**src/rtl/ps2_key_decoder.sv**
```systemverilog
// ---------------------------------------------------------------------------
// ps2_key_decoder
//
// Turns the byte stream from a PS/2 receiver (scan-code set 2) into ASCII
// characters. It follows the make, break (F0) and extended (E0) prefixes. It
// keeps Shift and Caps Lock state and tracks the held key and a press count.
// Characters go into a show-ahead FIFO that the consumer drains with a
// valid/ready handshake.
//
// Ports
//   clk          system clock, all state changes on the rising edge
//   clrn         asynchronous active-low reset
//   code_valid   one-cycle strobe: code holds a received byte
//   code         received scan-code byte
//   out_ready    consumer takes the head entry this cycle
//   out_valid    FIFO non-empty
//   out_ascii    ASCII of the FIFO head (0 while empty)
//   out_code     make code of the FIFO head (0 while empty)
//   key_down     a mapped character key is currently held
//   cur_ascii    ASCII of the held key, 0 when none
//   caps_on      Caps Lock toggle state
//   press_count  new mapped key presses, wraps mod 2^CNT_W
//   overflow     sticky: a character was dropped because the FIFO was full
// ---------------------------------------------------------------------------
module ps2_key_decoder #(
  parameter int FIFO_DEPTH = 8,   // power of two, >= 2
  parameter int CNT_W      = 8
) (
  input  logic             clk,
  input  logic             clrn,
  input  logic             code_valid,
  input  logic [7:0]       code,
  input  logic             out_ready,
  output logic             out_valid,
  output logic [7:0]       out_ascii,
  output logic [7:0]       out_code,
  output logic             key_down,
  output logic [7:0]       cur_ascii,
  output logic             caps_on,
  output logic [CNT_W-1:0] press_count,
  output logic             overflow
);

  localparam int AW = $clog2(FIFO_DEPTH);

  localparam logic [7:0] SC_BREAK   = 8'hF0;
  localparam logic [7:0] SC_EXT     = 8'hE0;
  localparam logic [7:0] SC_SHIFT_L = 8'h12;
  localparam logic [7:0] SC_SHIFT_R = 8'h59;
  localparam logic [7:0] SC_CAPS    = 8'h58;

  localparam logic [CNT_W-1:0] CNT_ONE = 1;
  localparam logic [AW:0]      PTR_ONE = 1;

  typedef enum logic [1:0] {
    ST_IDLE,
    ST_BRK,
    ST_EXT,
    ST_EXT_BRK
  } dec_state_e;

  typedef struct packed {
    logic [7:0] code;
    logic [7:0] ascii;
  } entry_t;

  // -------------------------------------------------------------------------
  // Scan-code tables (US layout)
  // -------------------------------------------------------------------------
  // Unshifted character for a make code; 0 means the key is not a character.
  function automatic logic [7:0] base_ascii(input logic [7:0] c);
    logic [7:0] a;
    case (c)
      // letters a..z
      8'h1C: a = 8'h61;  8'h32: a = 8'h62;  8'h21: a = 8'h63;  8'h23: a = 8'h64;
      8'h24: a = 8'h65;  8'h2B: a = 8'h66;  8'h34: a = 8'h67;  8'h33: a = 8'h68;
      8'h43: a = 8'h69;  8'h3B: a = 8'h6A;  8'h42: a = 8'h6B;  8'h4B: a = 8'h6C;
      8'h3A: a = 8'h6D;  8'h31: a = 8'h6E;  8'h44: a = 8'h6F;  8'h4D: a = 8'h70;
      8'h15: a = 8'h71;  8'h2D: a = 8'h72;  8'h1B: a = 8'h73;  8'h2C: a = 8'h74;
      8'h3C: a = 8'h75;  8'h2A: a = 8'h76;  8'h1D: a = 8'h77;  8'h22: a = 8'h78;
      8'h35: a = 8'h79;  8'h1A: a = 8'h7A;
      // digits 0..9
      8'h45: a = 8'h30;  8'h16: a = 8'h31;  8'h1E: a = 8'h32;  8'h26: a = 8'h33;
      8'h25: a = 8'h34;  8'h2E: a = 8'h35;  8'h36: a = 8'h36;  8'h3D: a = 8'h37;
      8'h3E: a = 8'h38;  8'h46: a = 8'h39;
      // punctuation ` - = \ [ ] ; ' , . /
      8'h0E: a = 8'h60;  8'h4E: a = 8'h2D;  8'h55: a = 8'h3D;  8'h5D: a = 8'h5C;
      8'h54: a = 8'h5B;  8'h5B: a = 8'h5D;  8'h4C: a = 8'h3B;  8'h52: a = 8'h27;
      8'h41: a = 8'h2C;  8'h49: a = 8'h2E;  8'h4A: a = 8'h2F;
      // space, Enter
      8'h29: a = 8'h20;  8'h5A: a = 8'h0D;
      default: a = 8'h00;
    endcase
    return a;
  endfunction

  // Shifted form of digits and punctuation; anything else keeps its base
  // character (letters are handled separately because Caps Lock affects them).
  function automatic logic [7:0] shifted_ascii(input logic [7:0] c);
    logic [7:0] a;
    case (c)
      8'h45: a = 8'h29;  8'h16: a = 8'h21;  8'h1E: a = 8'h40;  8'h26: a = 8'h23;
      8'h25: a = 8'h24;  8'h2E: a = 8'h25;  8'h36: a = 8'h5E;  8'h3D: a = 8'h26;
      8'h3E: a = 8'h2A;  8'h46: a = 8'h28;
      8'h0E: a = 8'h7E;  8'h4E: a = 8'h5F;  8'h55: a = 8'h2B;  8'h5D: a = 8'h7C;
      8'h54: a = 8'h7B;  8'h5B: a = 8'h7D;  8'h4C: a = 8'h3A;  8'h52: a = 8'h22;
      8'h41: a = 8'h3C;  8'h49: a = 8'h3E;  8'h4A: a = 8'h3F;
      default: a = base_ascii(c);
    endcase
    return a;
  endfunction

  // -------------------------------------------------------------------------
  // Decoder state
  // -------------------------------------------------------------------------
  dec_state_e       state_q;
  logic             shift_l_q, shift_r_q;
  logic             caps_on_q, caps_held_q;
  logic             key_down_q;
  logic [7:0]       held_code_q;
  logic [7:0]       cur_ascii_q;
  logic [CNT_W-1:0] press_count_q;

  // Make-code classification for the byte on the input this cycle.
  logic [7:0] base_chr;
  logic [7:0] make_ascii_d;
  logic       is_make;
  logic       is_letter;
  logic       shift_held;
  logic       push;
  logic       new_press;

  // NOTE: every combinational output gets a default first, so no path leaves
  // a value unassigned and no latch is inferred.
  always_comb begin
    base_chr     = base_ascii(code);
    shift_held   = shift_l_q | shift_r_q;
    is_letter    = (base_chr >= 8'h61) && (base_chr <= 8'h7A);
    make_ascii_d = base_chr;
    if (is_letter) begin
      if (shift_held ^ caps_on_q) make_ascii_d = base_chr - 8'h20;
    end else if (shift_held) begin
      make_ascii_d = shifted_ascii(code);
    end

    is_make   = code_valid && (state_q == ST_IDLE) &&
                (code != SC_BREAK) && (code != SC_EXT);
    // Modifiers map to 0 in the table, so they can never push.
    push      = is_make && (base_chr != 8'h00);
    // Typematic repeats of the held key still push but are not new presses.
    new_press = push && (!key_down_q || (code != held_code_q));
  end

  // NOTE: sequential state uses non-blocking assignments only, so every
  // register samples the pre-edge values of the others.
  always_ff @(posedge clk or negedge clrn) begin
    if (!clrn) begin
      state_q       <= ST_IDLE;
      shift_l_q     <= 1'b0;
      shift_r_q     <= 1'b0;
      caps_on_q     <= 1'b0;
      caps_held_q   <= 1'b0;
      key_down_q    <= 1'b0;
      held_code_q   <= 8'h00;
      cur_ascii_q   <= 8'h00;
      press_count_q <= '0;
    end else if (code_valid) begin
      case (state_q)
        ST_IDLE: begin
          if (code == SC_BREAK) begin
            state_q <= ST_BRK;
          end else if (code == SC_EXT) begin
            state_q <= ST_EXT;
          end else begin
            case (code)
              SC_SHIFT_L: shift_l_q <= 1'b1;
              SC_SHIFT_R: shift_r_q <= 1'b1;
              SC_CAPS: begin
                // Only the first make of a hold toggles; repeats are ignored.
                if (!caps_held_q) caps_on_q <= ~caps_on_q;
                caps_held_q <= 1'b1;
              end
              default: begin
                if (push) begin
                  key_down_q  <= 1'b1;
                  held_code_q <= code;
                  cur_ascii_q <= make_ascii_d;
                  if (new_press) press_count_q <= press_count_q + CNT_ONE;
                end
              end
            endcase
          end
        end

        ST_BRK: begin
          state_q <= ST_IDLE;
          if (code == SC_SHIFT_L) shift_l_q   <= 1'b0;
          if (code == SC_SHIFT_R) shift_r_q   <= 1'b0;
          if (code == SC_CAPS)    caps_held_q <= 1'b0;
          if (code == held_code_q) begin
            key_down_q  <= 1'b0;
            cur_ascii_q <= 8'h00;
          end
        end

        // Extended keys (arrows, right Ctrl, ...) are swallowed entirely.
        ST_EXT:     state_q <= (code == SC_BREAK) ? ST_EXT_BRK : ST_IDLE;
        ST_EXT_BRK: state_q <= ST_IDLE;
        default:    state_q <= ST_IDLE;
      endcase
    end
  end

  assign key_down    = key_down_q;
  assign cur_ascii   = cur_ascii_q;
  assign caps_on     = caps_on_q;
  assign press_count = press_count_q;

  // -------------------------------------------------------------------------
  // Character FIFO (show-ahead)
  // -------------------------------------------------------------------------
  // Pointers carry one extra wrap bit so full and empty are distinguishable.
  logic [AW:0] wr_ptr_q, wr_ptr_d;
  logic [AW:0] rd_ptr_q, rd_ptr_d;
  logic        overflow_q;
  entry_t      mem_q [FIFO_DEPTH];
  entry_t      head;

  logic fifo_empty;
  logic fifo_full;
  logic pop;
  logic wr_en;
  logic drop;

  always_comb begin
    fifo_empty = (wr_ptr_q == rd_ptr_q);
    fifo_full  = (wr_ptr_q[AW] != rd_ptr_q[AW]) &&
                 (wr_ptr_q[AW-1:0] == rd_ptr_q[AW-1:0]);
    pop        = !fifo_empty && out_ready;
    // A pop in the same cycle frees the slot the push needs.
    wr_en      = push && (!fifo_full || pop);
    drop       = push && fifo_full && !pop;
    wr_ptr_d   = wr_en ? (wr_ptr_q + PTR_ONE) : wr_ptr_q;
    rd_ptr_d   = pop   ? (rd_ptr_q + PTR_ONE) : rd_ptr_q;
  end

  always_ff @(posedge clk or negedge clrn) begin
    if (!clrn) begin
      wr_ptr_q   <= '0;
      rd_ptr_q   <= '0;
      overflow_q <= 1'b0;
    end else begin
      wr_ptr_q   <= wr_ptr_d;
      rd_ptr_q   <= rd_ptr_d;
      overflow_q <= overflow_q | drop;
    end
  end

  // NOTE: the storage array has no reset; an entry is only observable after
  // it has been written, and the outputs are forced to 0 while empty.
  always_ff @(posedge clk) begin
    if (wr_en) mem_q[wr_ptr_q[AW-1:0]] <= '{code: code, ascii: make_ascii_d};
  end

  assign head      = mem_q[rd_ptr_q[AW-1:0]];
  assign out_valid = !fifo_empty;
  assign out_ascii = fifo_empty ? 8'h00 : head.ascii;
  assign out_code  = fifo_empty ? 8'h00 : head.code;
  assign overflow  = overflow_q;

endmodule

```
**config.mk**
```make
export PLATFORM = sky130hd
export DESIGN_NAME = ps2_key_decoder
export DESIGN_NICKNAME = d
export VERILOG_FILES = /design/src/rtl/ps2_key_decoder.sv
export SDC_FILE = /design/constraint.sdc
export NUM_CORES = 1
export LEC_CHECK = 0
export BUFFER_PORTS_ARGS = -buffer_cell sky130_fd_sc_hd__buf_2
export CORE_ASPECT_RATIO = 0.7
export CORE_UTILIZATION = 55
export DETAILED_ROUTE_END_ITERATION = 8
export PLACE_DENSITY = 0.76
export SLEW_MARGIN = 20
export SYNTH_ARGS = -nofsm -noshare
export SYNTH_HDL_FRONTEND = slang
export SYNTH_SLANG_ARGS = --single-unit
```
**constraint.sdc**
```tcl
create_clock -name clk -period 3.05 [get_ports clk]
set_clock_uncertainty 0.15 [all_clocks]
set_input_delay 0.305 -clock clk [delete_from_list [all_inputs] [get_ports clk]]
set_output_delay 0.305 -clock clk [all_outputs]
set_load 0.03 [all_outputs]
```
After elaboration in Yosys (flattened, before gate mapping) --
Memory sizes are Yosys's and may differ from the RTL's. Index checks and enable logic that the tools add are counted.
Word-level totals: bits in registers 40, memories kept 3, memory bits (writable) 128, output and inout bits 36, input bits 12, memory bits (read-only) 1792, logic and storage cells 148
Memory list:
- (name not given) | depth 128, bits a word 7, read ports 1, clocked after memory_dff 0, wr ports 0, RTL line 73 | case (c)
- (name not given) | depth 128, bits a word 7, read ports 1, clocked after memory_dff 0, wr ports 0, RTL line 73
- mem_q | depth 8, bits a word 16, read ports 1, clocked after memory_dff 0, wr ports 1, RTL line 226 | entry_t mem_q [FIFO_DEPTH];
Operators by class: eq/ne operators 48, bitwise gates (word level) 8, magnitude comparators 2, add/subtract/negate cells 4, multiplexer cells 41, reduce and logical (&&, ||, !) cells 30
Operators with widths (number):
- $pmux 8 s21 | 1
- $eq 8x7->1 const B | 14
- $mux 8 | 12
- $eq 8x6->1 const B | 6
- $reduce_and 6->1 | 5
- $eq 8x5->1 const B | 3
- $mux 1 | 19
- $eq 8x8->1 const B | 2
- $ne 2x2->1 const B | 8
- $ne 8x8->1 const B | 2
- $pmux 8 s2 | 1
- $reduce_and 7->1 | 2
- $logic_and 1x1->1 | 11
- $add 4x1->4 const B | 2
- $add 8x1->8 const B | 1
- $eq 8x4->1 const B | 1
- $eq 8x8->1 | 1
- $ge 8x7->1 const B | 1
- $le 8x7->1 const B | 1
- $ne 8x8->1 | 1
- $pmux 1 s2 | 4
- $reduce_bool 8->1 | 1
- $sub 8x6->8 const B | 1
- $mux 2 | 3
- other kinds (18) | 30

Longest topological paths before layout --
Gate-level depths: netlist (run 1).
depth after elaboration 10, mapped depth 14, mapped depth without buffers 11

Worst setup path after synthesis (run 1) --
Ideal clock, no wire load.
path type input -> register, start in code[1], end mem mem_q[0][0] (netlist name), enable pin, data required time 2.487 ns, setup time 0.413 ns, arrival 3.642 ns, buffers on the path 2, stages 13, slack -1.155 ns, path through buf_4 > inv_1 > ha_1 > clkbuf_1 > nor2b_1 > o21ai_0 > o2bb2ai_1 > o32ai_2 > nor4_1 > a21oi_1 > and2_1 > nor2b_1 > nor3b_1
On the way: word-level cells in the longest chain between the ends 7, elaborated cells between the ends (all ways) 11, classes of those cells eq/ne: 2; mux: 3; reduce/logical: 5; memory: 1
RTL lines:
- start, declared | RTL line 32 | input logic [7:0] code,
- $mem_v2 128x7 / $ne 8x8->1 (equally long branches)
- $mux 8 / $logic_and 1x1->1 (equally long branches) | RTL line 73, 146
- $reduce_bool 8->1 / $logic_and 1x1->1 (equally long branches) | RTL line 149, 147
- $logic_and 1x1->1 (*) | RTL line 149 | push = is_make && (base_chr != 8'h00);
- $logic_and 1x1->1 (*) | RTL line 241 | wr_en = push && (!fifo_full || pop);
- $mux 1 (*) | RTL line 262 | if (wr_en) mem_q[wr_ptr_q[AW-1:0]] <= '{code: code, ascii: make_ascii_d};
- $mux 1 (not written as such) (*) | RTL line 262
- end, declared | RTL line 226
Mark *: on every way between the ends. The rest lies on a longest branch, timed or not.

Final worst setup path (run 1) --
start in code[0], end mem mem_q[2][3] (netlist name), enable pin
Same word-level chain as after synthesis.

==> reports/qor.txt, run 1 <==
Outcome - finished, final reports clean
1st-pass router iterations - 4
Cell Area, Synth - 0.008319 mm²
Sequential share of the synthesized area - 58.23%
FP Rows - 37
Worst hold path class - input port to register
Clock tree buffer depth - 2
Register bit total from synthesis - 168
CTS Sinks - 168
Fin. Hold Viols - 0
Flop pwr share - 36.5%
Total of max-cap violations - 0
Vias per inst - 6.086
Synth top area share - 46.20%
Period utilization - 97.78%
Clock power frac - 25.7%
Layout cells sized above 1 - 37.19%
DP HPWL - 15600 µm
Fin. max-slew vios - 0
Asr flop ratio synth - 23.81%
DRT Wirelength - 22690 µm
Capturing point of the worst reg2reg path - mem_q[2][3]$_DFFE_PP_
Placeable Area - 0.01472 mm²
Net Sw Power - 0.003065 W
Final setup viols - 0
FF-to-FF path depth - 7
Slew HR - 41.98%
Hold path start - code[7]
Die Height - 104.9 µm
Leading area contributor after synthesis - edfxtp_1
Port bufs - 47
Initial core utilization - 56.51%
Main synth FF type - edfxtp_1
R2r setup slk - 590 ps
Synth unique cells - 80
Commonest cells post-synth - edfxtp_1, nor2_1, dfrtp_1, nand2_1, mux4_2
Leak Pwr - 4.175 nW
Clock-pin slew of the registers on the worst-case setup and hold paths - 70 ps
Antenna viol nets, final - 0
Die footprint - 0.01563 mm²
Post-synth net total - 643
RSZ-0062 raised after global routing - no
Critical path class - input port to register
TritonCTS clock tree - done
Total CTS buffers - 17
R2R Path Start - wr_ptr_q[0]$_DFFE_PN0P_
Grt total ovfl - 0
Synth top area cells - edfxtp_1, dfrtp_1, mux4_2, mux2i_1, xnor2_1
CP startpoint kind - input port
H-tree depth - 4
Area Overhead vs Synth - 26.49%
P per Cell Area - 797.0 mW/mm²
Vias in the first global route - 6016
End point of the worst hold path - mem_q[2][15]$_DFFE_PP_
Vias - 6031
Net Sw Frac - 36.54%
Final worst path period need - 2982 ps
Diodes inserted - 0
Internal power - 0.005322 W
Drt first-iter violations - 583
Fin nets - 807
Worst Hold Path Cells - 1
Root Driver - clkbuf_16
Tot GR Track Use - 30.70%
Largest net degree at the start of global routing - 41
Drt wl/cell - 22.90 µm
Initial antenna violation count - 0
Worst-Skew Late Latency - 430 ps
Data required, critical path - 3080 ps
EDFF count, synth - 128
CP endpoint kind - register
Global-route wire length before repair - 34610 µm
Cells after synthesis - 619
Post-CTS setup buffers - 0
Die width - 149.0 µm
Top Ports - 48
Placer Congestion - 0.9626
Count leader, synth - edfxtp_1
Final core utilization - 71.48%
Post-synthesis area per instance - 13.44 µm²
Critical path fanouts, max - 16
Slew @ Worst Pin - 870.3 ps
Synthesis Warnings - 0
Residual DRC count - 0
Arrival time worst endpoint - 3010 ps
Combinational share of power - 37.8%
Peak supply drop - 0.6361 mV
FMAX - 335.3 MHz
Setup TNS - 0 ps
[critical path, stage by stage]
cell	delay [ps]
buf_2	90
inv_1	80
ha_2	230
nor3b_2	290
nor3_1	120
o311ai_2	330
o211ai_2	160
buf_4	170
nor4_2	400
a21oi_2	140
and2_4	160
nor2b_4	120
and3b_2	230
buf_12	160
[flip-flops by register name (all words and copies together) (netlist names)]
signal       count
shift_l_q        1
cur_ascii        8
caps_on          1
rd_ptr_q         4
caps_held_q      1
press_count      8
wr_ptr_q         4
state_q          2
mem_q          128
overflow         1
held_code_q      8
key_down         1
shift_r_q        1
[cell type report]
class | count | area (µm²)
flip-flops and latches | 168 | 4846
fillers | 971 | 4199
multi-input cells | 396 | 3354
repair buffers | 187 | 1433
clock buffers | 17 | 425.4
well taps | 195 | 244.0
clock inverters | 15 | 167.7
inverters | 13 | 52.55
[metrics by stage]
step                      hold WS [ps]  power (W)  setup WS, ps  cell area, µm²  std cells
final                            26.58   0.008387         67.65           10520        991
after global routing             19.74   0.008724       0.07017           10520        991
after CTS                        6.677   0.008426         88.79           10500        991
after detailed placement         317.6   0.006228        -495.2            9879        957
after global placement           287.2   0.006152        -328.3            9879        957
after floorplan                 -140.6   0.005218        -71.05            8466        619
[worst max path at each step]
stage          cells after the start                    end  slack [ps]    start
6_report                          14  mem_q[2][3]$_DFFE_PP_          70  code[0]
5_1_grt                           13  mem_q[5][5]$_DFFE_PP_        0.07  code[2]
4_1_cts                           14  mem_q[3][8]$_DFFE_PP_          90  code[0]
3_5_place_dp                      11  mem_q[4][6]$_DFFE_PP_        -500  code[0]
3_3_place_gp                      11  mem_q[4][6]$_DFFE_PP_        -330  code[0]
2_1_floorplan                     11  mem_q[0][0]$_DFFE_PP_         -70  code[7]
[placed cells by master (no fill, tap or decap), types with 4 or more instances in the layout]
cell       Yosys  routed
nand2b_1      12      11
a22o_1         8       8
and2_1         7       5
nor2b_1       10       7
nand3_1        9       9
nand4_1       14      14
a21o_1         4       4
inv_1         12      11
edfxtp_1     128     128
clkbuf_16      0      17
buf_2         12      47
a21oi_1       18      17
buf_12         0      11
inv_6          0       5
nor3_1        12      12
mux2i_1       19      19
o211ai_1       4       4
a31oi_1       11      11
dfrtp_1       40      39
nand2_1       40      39
mux2_2         4       4
nor2_1        46      46
buf_4          2     126
and3_1         9       8
o21ai_0       17      17
mux4_2        32      32
xnor2_1       21      21
xor2_1         8       8
ha_1          12       9
and2_4         2       4
a211oi_1       5       4
[timing repair]
item,in CTS,in global routing
hold buffers,2,0
hold endpoints to repair,42,0
endpoints found under the setup margin,8,106
gates cloned,0,0
gates resized for setup,1,5
[power groups by stage]
stage	combinational [W]	clock, W	sequential, W
5_1_grt	0.00338	0.00225	0.00309
4_1_cts	0.00319	0.00218	0.00306
2_1_floorplan	0.00208	0	0.00314
3_3_place_gp	0.00309	0	0.00307
6_report	0.00317	0.00216	0.00306
3_5_place_dp	0.00314	0	0.00309
[kinds of logic (layout without fill, tap and decap cells)]
family                     after synthesis  count (layout)  share of synthesized area (%)
buffers and inverters                   55             232                          3.113
muxes                                   58              58                          11.99
AOI/OAI and AO/OA                      111             111                          10.09
and+or+nand+nor                        186             186                          11.72
DFF                                    168             168                          58.23
adders and majority gates               12              12                          1.805
xor gates and xnor gates                29              29                          3.053
[routing by layer]
layer  track usage, %  vias up  wire length [µm]
li1                 -     2707                 -
met1            44.54     3004             10150
met2            47.11      290             10600
met3            6.376       30              1630
met4            8.382        0               308
met5                0        -                 0
Note: power is estimated with default switching activity, not from simulation.
==> run 2, diff against run 1 <==
ABC_AREA = 1   (was not set)
CORE_UTILIZATION = 56   (was 55)
PLACE_DENSITY = 0.77   (was 0.76)
==> run 2 against run 1 <==
Against the previous run: utilization fell by 2.9 points; cell area fell by 2.5%; fmax rose by 2.9%; worst hold slack improved by 2.5 ps; critical path depth fell by 7; clock power fell by 3%; non-clock buffer count fell by 69; register-to-register slack got worse by 280 ps; largest cell class unchanged; largest power group unchanged.
==> reports/qor.txt, run 2 <==
Outcome - finished, final reports clean
Data required, critical path - 2590 ps
Synth top area share - 44.02%
Leading area contributor after synthesis - edfxtp_1
Footprint of the multi-input gates - 0.003430 mm²
Synth top area cells - edfxtp_1, dfrtp_1, nand2_1, nor2_1, o21ai_0
Critical path class - register to output pin
Seq. cell area - 0.004846 mm²
Register bit total from synthesis - 168
Area Overhead vs Synth - 17.48%
Total of max-cap violations - 0
Clock tree buffer depth - 2
P per Cell Area - 811.3 mW/mm²
DRT Wirelength - 23500 µm
Worst hold path class - input port to register
Commonest cells post-synth - nand2_1, nor2_1, edfxtp_1, o21ai_0, nand3_1
Vias - 7560
Antenna viol nets, final - 0
Total CTS buffers - 17
RSZ-0062 raised after global routing - no
Fill cells - 1168
Placeable Area - 0.01495 mm²
Initial antenna violation count - 1
Fin. Hold Viols - 0
1st-pass router iterations - 6
EDFF count, synth - 128
Placer Congestion - 0.9746
FF-to-FF path depth - 13
Cells after synthesis - 1001
Largest register FFs - 128
FMAX - 345.1 MHz
Post-synthesis area per instance - 8.722 µm²
Fin nets - 1122
H-tree depth - 4
Period utilization - 95.01%
Cell Area, Synth - 0.008731 mm²
Asr flop ratio synth - 23.81%
Leak Pwr - 4.440 nW
Count leader, synth - nand2_1
Layout cells sized above 1 - 15.57%
Root Driver - clkbuf_16
Clock-pin slew of the registers on the worst-case setup and hold paths - 70 ps
Most common cell after layout, fill and taps aside - nand2_1
Commonest cells after routing, fill and taps aside - nand2_1, nor2_1, edfxtp_1
Drt wl/cell - 17.98 µm
Most used cell, CP - o21ai_0
Slew HR - 38.32%
Worst-Skew Late Latency - 420 ps
Initial core utilization - 58.39%
Residual DRC count - 0
Final setup viols - 0
Global-route wire length before repair - 36540 µm
Arrival time worst endpoint - 2440 ps
Main synth FF type - edfxtp_1
Drt first-iter violations - 799
DP Area - 0.009656 mm²
Synth unique cells - 37
Slew @ Worst Pin - 925.2 ps
Final core utilization - 68.60%
Top Ports - 48
Final worst path period need - 2898 ps
CP startpoint kind - register
Sequential share of the synthesized area - 55.49%
Post-CTS setup buffers - 0
Grt total ovfl - 0
Worst path max stage delay - 540 ps
TritonCTS clock tree - done
FP Rows - 37
Tot GR Track Use - 30.34%
R2r setup slk - 310 ps
CP endpoint kind - output pin
Largest net degree at the start of global routing - 51
Die footprint - 0.01610 mm²
Port bufs - 47
Post-synth net total - 1025
Worst Hold Path Cells - 3
Synthesis Warnings - 0
Vias per inst - 5.784
Design Area, Final - 0.01026 mm²
Peak supply drop - 0.9007 mV
Die Height - 106.5 µm
DP HPWL - 16010 µm
Die width - 151.2 µm
Vias in the first global route - 6932
Worst path slowest cell - dfrtp_1
Fin. max-slew vios - 0
Crit-path cells - inv_1 -> buf_4 -> o21ai_0 -> o22ai_1 -> o21ai_0 -> a31oi_1 -> buf_2
Critical path fanouts, max - 34
CTS Sinks - 168
[run 2: what timing repair did]
action	in CTS	in global routing
hold endpoints to repair	42	0
hold buffers	3	0
gates resized for setup	0	0
[run 2: path summary, 6_finish.rpt]
check | from | endpoint
worst max-delay path | rd_ptr_q[1]$_DFFE_PN0P_ | out_ascii[0]
worst min-delay path | out_ready | rd_ptr_q[2]$_DFFE_PN0P_
worst max register to register | rd_ptr_q[0]$_DFFE_PN0P_ | mem_q[5][6]$_DFFE_PP_
worst min register to register | rd_ptr_q[3]$_DFFE_PN0P_ | rd_ptr_q[3]$_DFFE_PN0P_
max in group asynchronous | clrn | rd_ptr_q[0]$_DFFE_PN0P_
min in group asynchronous | clrn | rd_ptr_q[1]$_DFFE_PN0P_
[run 2: layout make-up]
type                            count  share of cell area, %
Sequential cell                   168                  47.24
Multi-Input combinational cell    729                  33.44
Timing Repair Buffer              118                  9.027
Clock buffer                       19                  4.221
Tap cell                          195                  2.379
Inverter                           64                  2.342
Clock inverter                     13                  1.330
Antenna cell                        1                0.02440
[run 2: stage by stage]
step | setup TNS, ps | worst slack (ps) | instances | total power [W] | hold WS (ps)
after detailed placement | -473.8 | -21.37 | 1271 | 0.006209 | 306.4
after CTS | 0 | 175.2 | 1306 | 0.008303 | 20.22
after global placement | -1258 | -38.42 | 1271 | 0.006164 | 314.4
after global routing | 0 | 2.857 | 1307 | 0.008745 | 31.96
after floorplan | -11280 | -101.6 | 1001 | 0.005164 | -140.6
final | 0 | 152.3 | 1307 | 0.008322 | 29.11
[run 2: critical path: cells and delay by family (launching register included)]
kind / cells / cell delay (ps)
buffers and inverters: 3 / 750
AO/OA/AOI/OAI: 4 / 730
flip-flops: 1 / 540
[run 2: kinds of logic after synthesis]
family | Yosys count | share of synthesized area (%)
AND/OR/NAND/NOR | 536 | 25.74
flip-flops | 168 | 55.49
AO/OA/AOI/OAI | 165 | 10.17
buffers and inverters | 104 | 5.259
XOR/XNOR | 15 | 1.505
adder cells (fa/ha/maj) | 12 | 1.720
multiplexers | 1 | 0.1147
[run 2: power breakdown]
group          switching, W  internal, W  leakage [nW]  total, W
Sequential         0.000200      0.00275          1.67   0.00295
Clock              0.000941      0.00115         0.269   0.00209
Combinational       0.00229     0.000995          2.50   0.00328
[run 2: routing by layer]
metal	track usage, %	up-vias	part of all wire (%)
li1	-	3587	-
met1	45.24	3548	46
met2	42.99	400	43
met3	9.227	25	9.8
met4	7.357	0	1.3
met5	0	-	0
==> run 3, diff against run 2 <==
CORE_MARGIN = 10   (was not set)
==> run 3 against run 2 <==
Against the previous run: non-clock buffer count shrank 5; flip-flop and latch count is the same; sequential power barely moved; clock power increased by 8%; cell count hardly changed; routed wire length is 3.6% higher; utilization shrank 2.0 points.
==> reports/qor.txt, run 3 (same netlist as run 2, synthesis figures left out) <==
Fin. max-slew vios - 0
H-tree depth - 4
Final worst path period need - 2950 ps
DP HPWL - 16820 µm
R2R Path Start - rd_ptr_q[0]$_DFFE_PN0P_
RSZ-0062 raised after global routing - no
Port bufs - 47
Antenna viol nets, final - 0
1st-pass router iterations - 6
Total CTS buffers - 17
Fin nets - 1117
Buffers & Inverters on Critical Path - 3
Die footprint - 0.02107 mm²
Die width - 169.2 µm
Initial core utilization - 56.68%
Residual DRC count - 0
Global-route wire length before repair - 38700 µm
FP Rows - 38
FMAX - 339.0 MHz
Total of max-cap violations - 0
CP startpoint kind - register
Pwr Total - 0.008561 W
Hold path start - code[0]
Most common cell after layout, fill and taps aside - nand2_1
TritonCTS clock tree - done
Outcome - finished, final reports clean
Clock-pin slew of the registers on the worst-case setup and hold paths - 70 ps
End point of the worst hold path - held_code_q[0]$_DFFE_PN0P_
Grt total ovfl - 0
Commonest cells after routing, fill and taps aside - nand2_1, nor2_1, edfxtp_1
Combinational share of power - 39.0%
CTS Sinks - 168
Capturing point of the worst reg2reg path - mem_q[0][5]$_DFFE_PP_
Root Driver - clkbuf_16
Slew HR - 37.55%
Critical path fanouts, max - 66
Flop pwr share - 34.6%
Tot GR Track Use - 22.77%
Fin. Hold Viols - 0
Worst path slowest cell - dfrtp_4
Drt wl/cell - 18.64 µm
Diodes inserted - 0
P per Cell Area - 834.5 mW/mm²
Leak Pwr - 4.440 nW
Peak supply drop - 0.6204 mV
Initial antenna violation count - 0
Placer Congestion - 0.9982
Top Ports - 48
R2r setup slk - 420 ps
Critical path class - register to output pin
Data required, critical path - 2590 ps
Largest net degree at the start of global routing - 67
Net Sw Power - 0.003505 W
Most used cell, CP - o21ai_0
Period utilization - 96.72%
DRT Wirelength - 24340 µm
Placeable Area - 0.01540 mm²
Drt first-iter violations - 1051
Die Height - 124.5 µm
Layout cells sized above 1 - 15.28%
Vias in the first global route - 7182
Final core utilization - 66.60%
Worst hold path class - input port to register
CP delay by family, top - compound AO/OA/AOI/OAI gates
Worst path max stage delay - 600 ps
Area Overhead vs Synth - 17.51%
Slew @ Worst Pin - 936.7 ps
Vias - 7670
Clock tree buffer depth - 2
Internal power - 0.005057 W
Net Sw Frac - 40.93%
Final setup viols - 0
Post-CTS setup buffers - 0
FF-to-FF path depth - 12
Arrival time worst endpoint - 2500 ps
Vias per inst - 5.873
CP endpoint kind - output pin
Worst Hold Path Cells - 3
Worst-Skew Late Latency - 430 ps
Clock power frac - 26.4%
Crit-path cells - clkinv_1 -> buf_12 -> o21ai_0 -> o22ai_1 -> o21ai_0 -> a31oi_1 -> buf_2
Largest register FFs - 128
## run 3: cell count changes in the layout (fill, tap and decap cells not counted), sizes merged
| cell | delta |
|---|---|
| buf | -4 |
| bufinv | +2 |
| clkinvlp | -2 |
| clkbuf | -1 |
| diode | -1 |
| dlygate4sd3 | -1 |
| inv | +1 |
## run 3: worst reg2reg max path: stages, from the launching register on
cell and delay (ps):
dfrtp_4 600, clkinv_1 130, nand2_1 60, nand4_1 100
nor3_1 60, inv_1 70, nand2_1 110, nand3_1 180
inv_1 100, nor2_4 150, nand2_1 150, nor2_1 250
buf_12 200
## run 3: routing by layer
| metal | global-route usage (%) | vias to the layer above | wire length, µm |
|---|---|---|---|
| met5 | 0 | - | 0 |
| met4 | 6.177 | 0 | 312 |
| met3 | 4.855 | 29 | 2433 |
| li1 | - | 3573 | - |
| met1 | 33.79 | 3634 | 10930 |
| met2 | 32.84 | 434 | 10670 |
## run 3: worst max path at each step
stage / slack [ps] / start / end / depth (start not counted)
after detailed placement: -30 / code[0] / held_code_q[7]$_DFFE_PN0P_ / 19
final: 100 / rd_ptr_q[0]$_DFFE_PN0P_ / out_code[5] / 7
after CTS: 40 / rd_ptr_q[0]$_DFFE_PN0P_ / out_code[5] / 6
after global routing: 5 / rd_ptr_q[0]$_DFFE_PN0P_ / out_code[5] / 7
after floorplan: -100 / code[1] / mem_q[0][0]$_DFFE_PP_ / 16
after global placement: 80 / code[1] / held_code_q[7]$_DFFE_PN0P_ / 19
## run 3: cell type report
class / instances / area, µm²
repair buffers: 113 / 877.1
clock buffers: 18 / 429.2
fillers: 1226 / 5145
multi-input cells: 729 / 3430
flip-flops and latches: 168 / 4848
inverters: 64 / 240.2
well taps: 200 / 250.2
clock inverters: 14 / 185.2
## run 3: power by group through the flow
| stage | registers [W] | clock network, W | logic [W] |
|---|---|---|---|
| 2_1_floorplan | 0.00305 | 0 | 0.00212 |
| 3_3_place_gp | 0.00299 | 0 | 0.00323 |
| 3_5_place_dp | 0.00299 | 0 | 0.00328 |
| 4_1_cts | 0.00295 | 0.00228 | 0.00332 |
| 5_1_grt | 0.00299 | 0.00237 | 0.00363 |
| 6_report | 0.00296 | 0.00226 | 0.00334 |
## run 3: metrics by stage
| step | cells | setup TNS, ps | hold slack, ps | setup slack [ps] | cell area [µm²] |
|---|---|---|---|---|---|
| after floorplan | 1001 | -11280 | -140.6 | -101.6 | 8733 |
| after global placement | 1272 | 0 | 313.6 | 79.85 | 9619 |
| after detailed placement | 1272 | -253.0 | 313.3 | -32.24 | 9619 |
| after CTS | 1306 | 0 | 4.868 | 41.12 | 10250 |
| after global routing | 1306 | 0 | 45.06 | 5.058 | 10260 |
| final | 1306 | 0 | 10.66 | 99.96 | 10260 |
## run 3: repair_timing
item                                    4_1_cts  5_1_grt
endpoints found under the setup margin        0        1
gates resized for setup                       0        2
hold buffers                                  2        0
hold endpoints to repair                     41        0
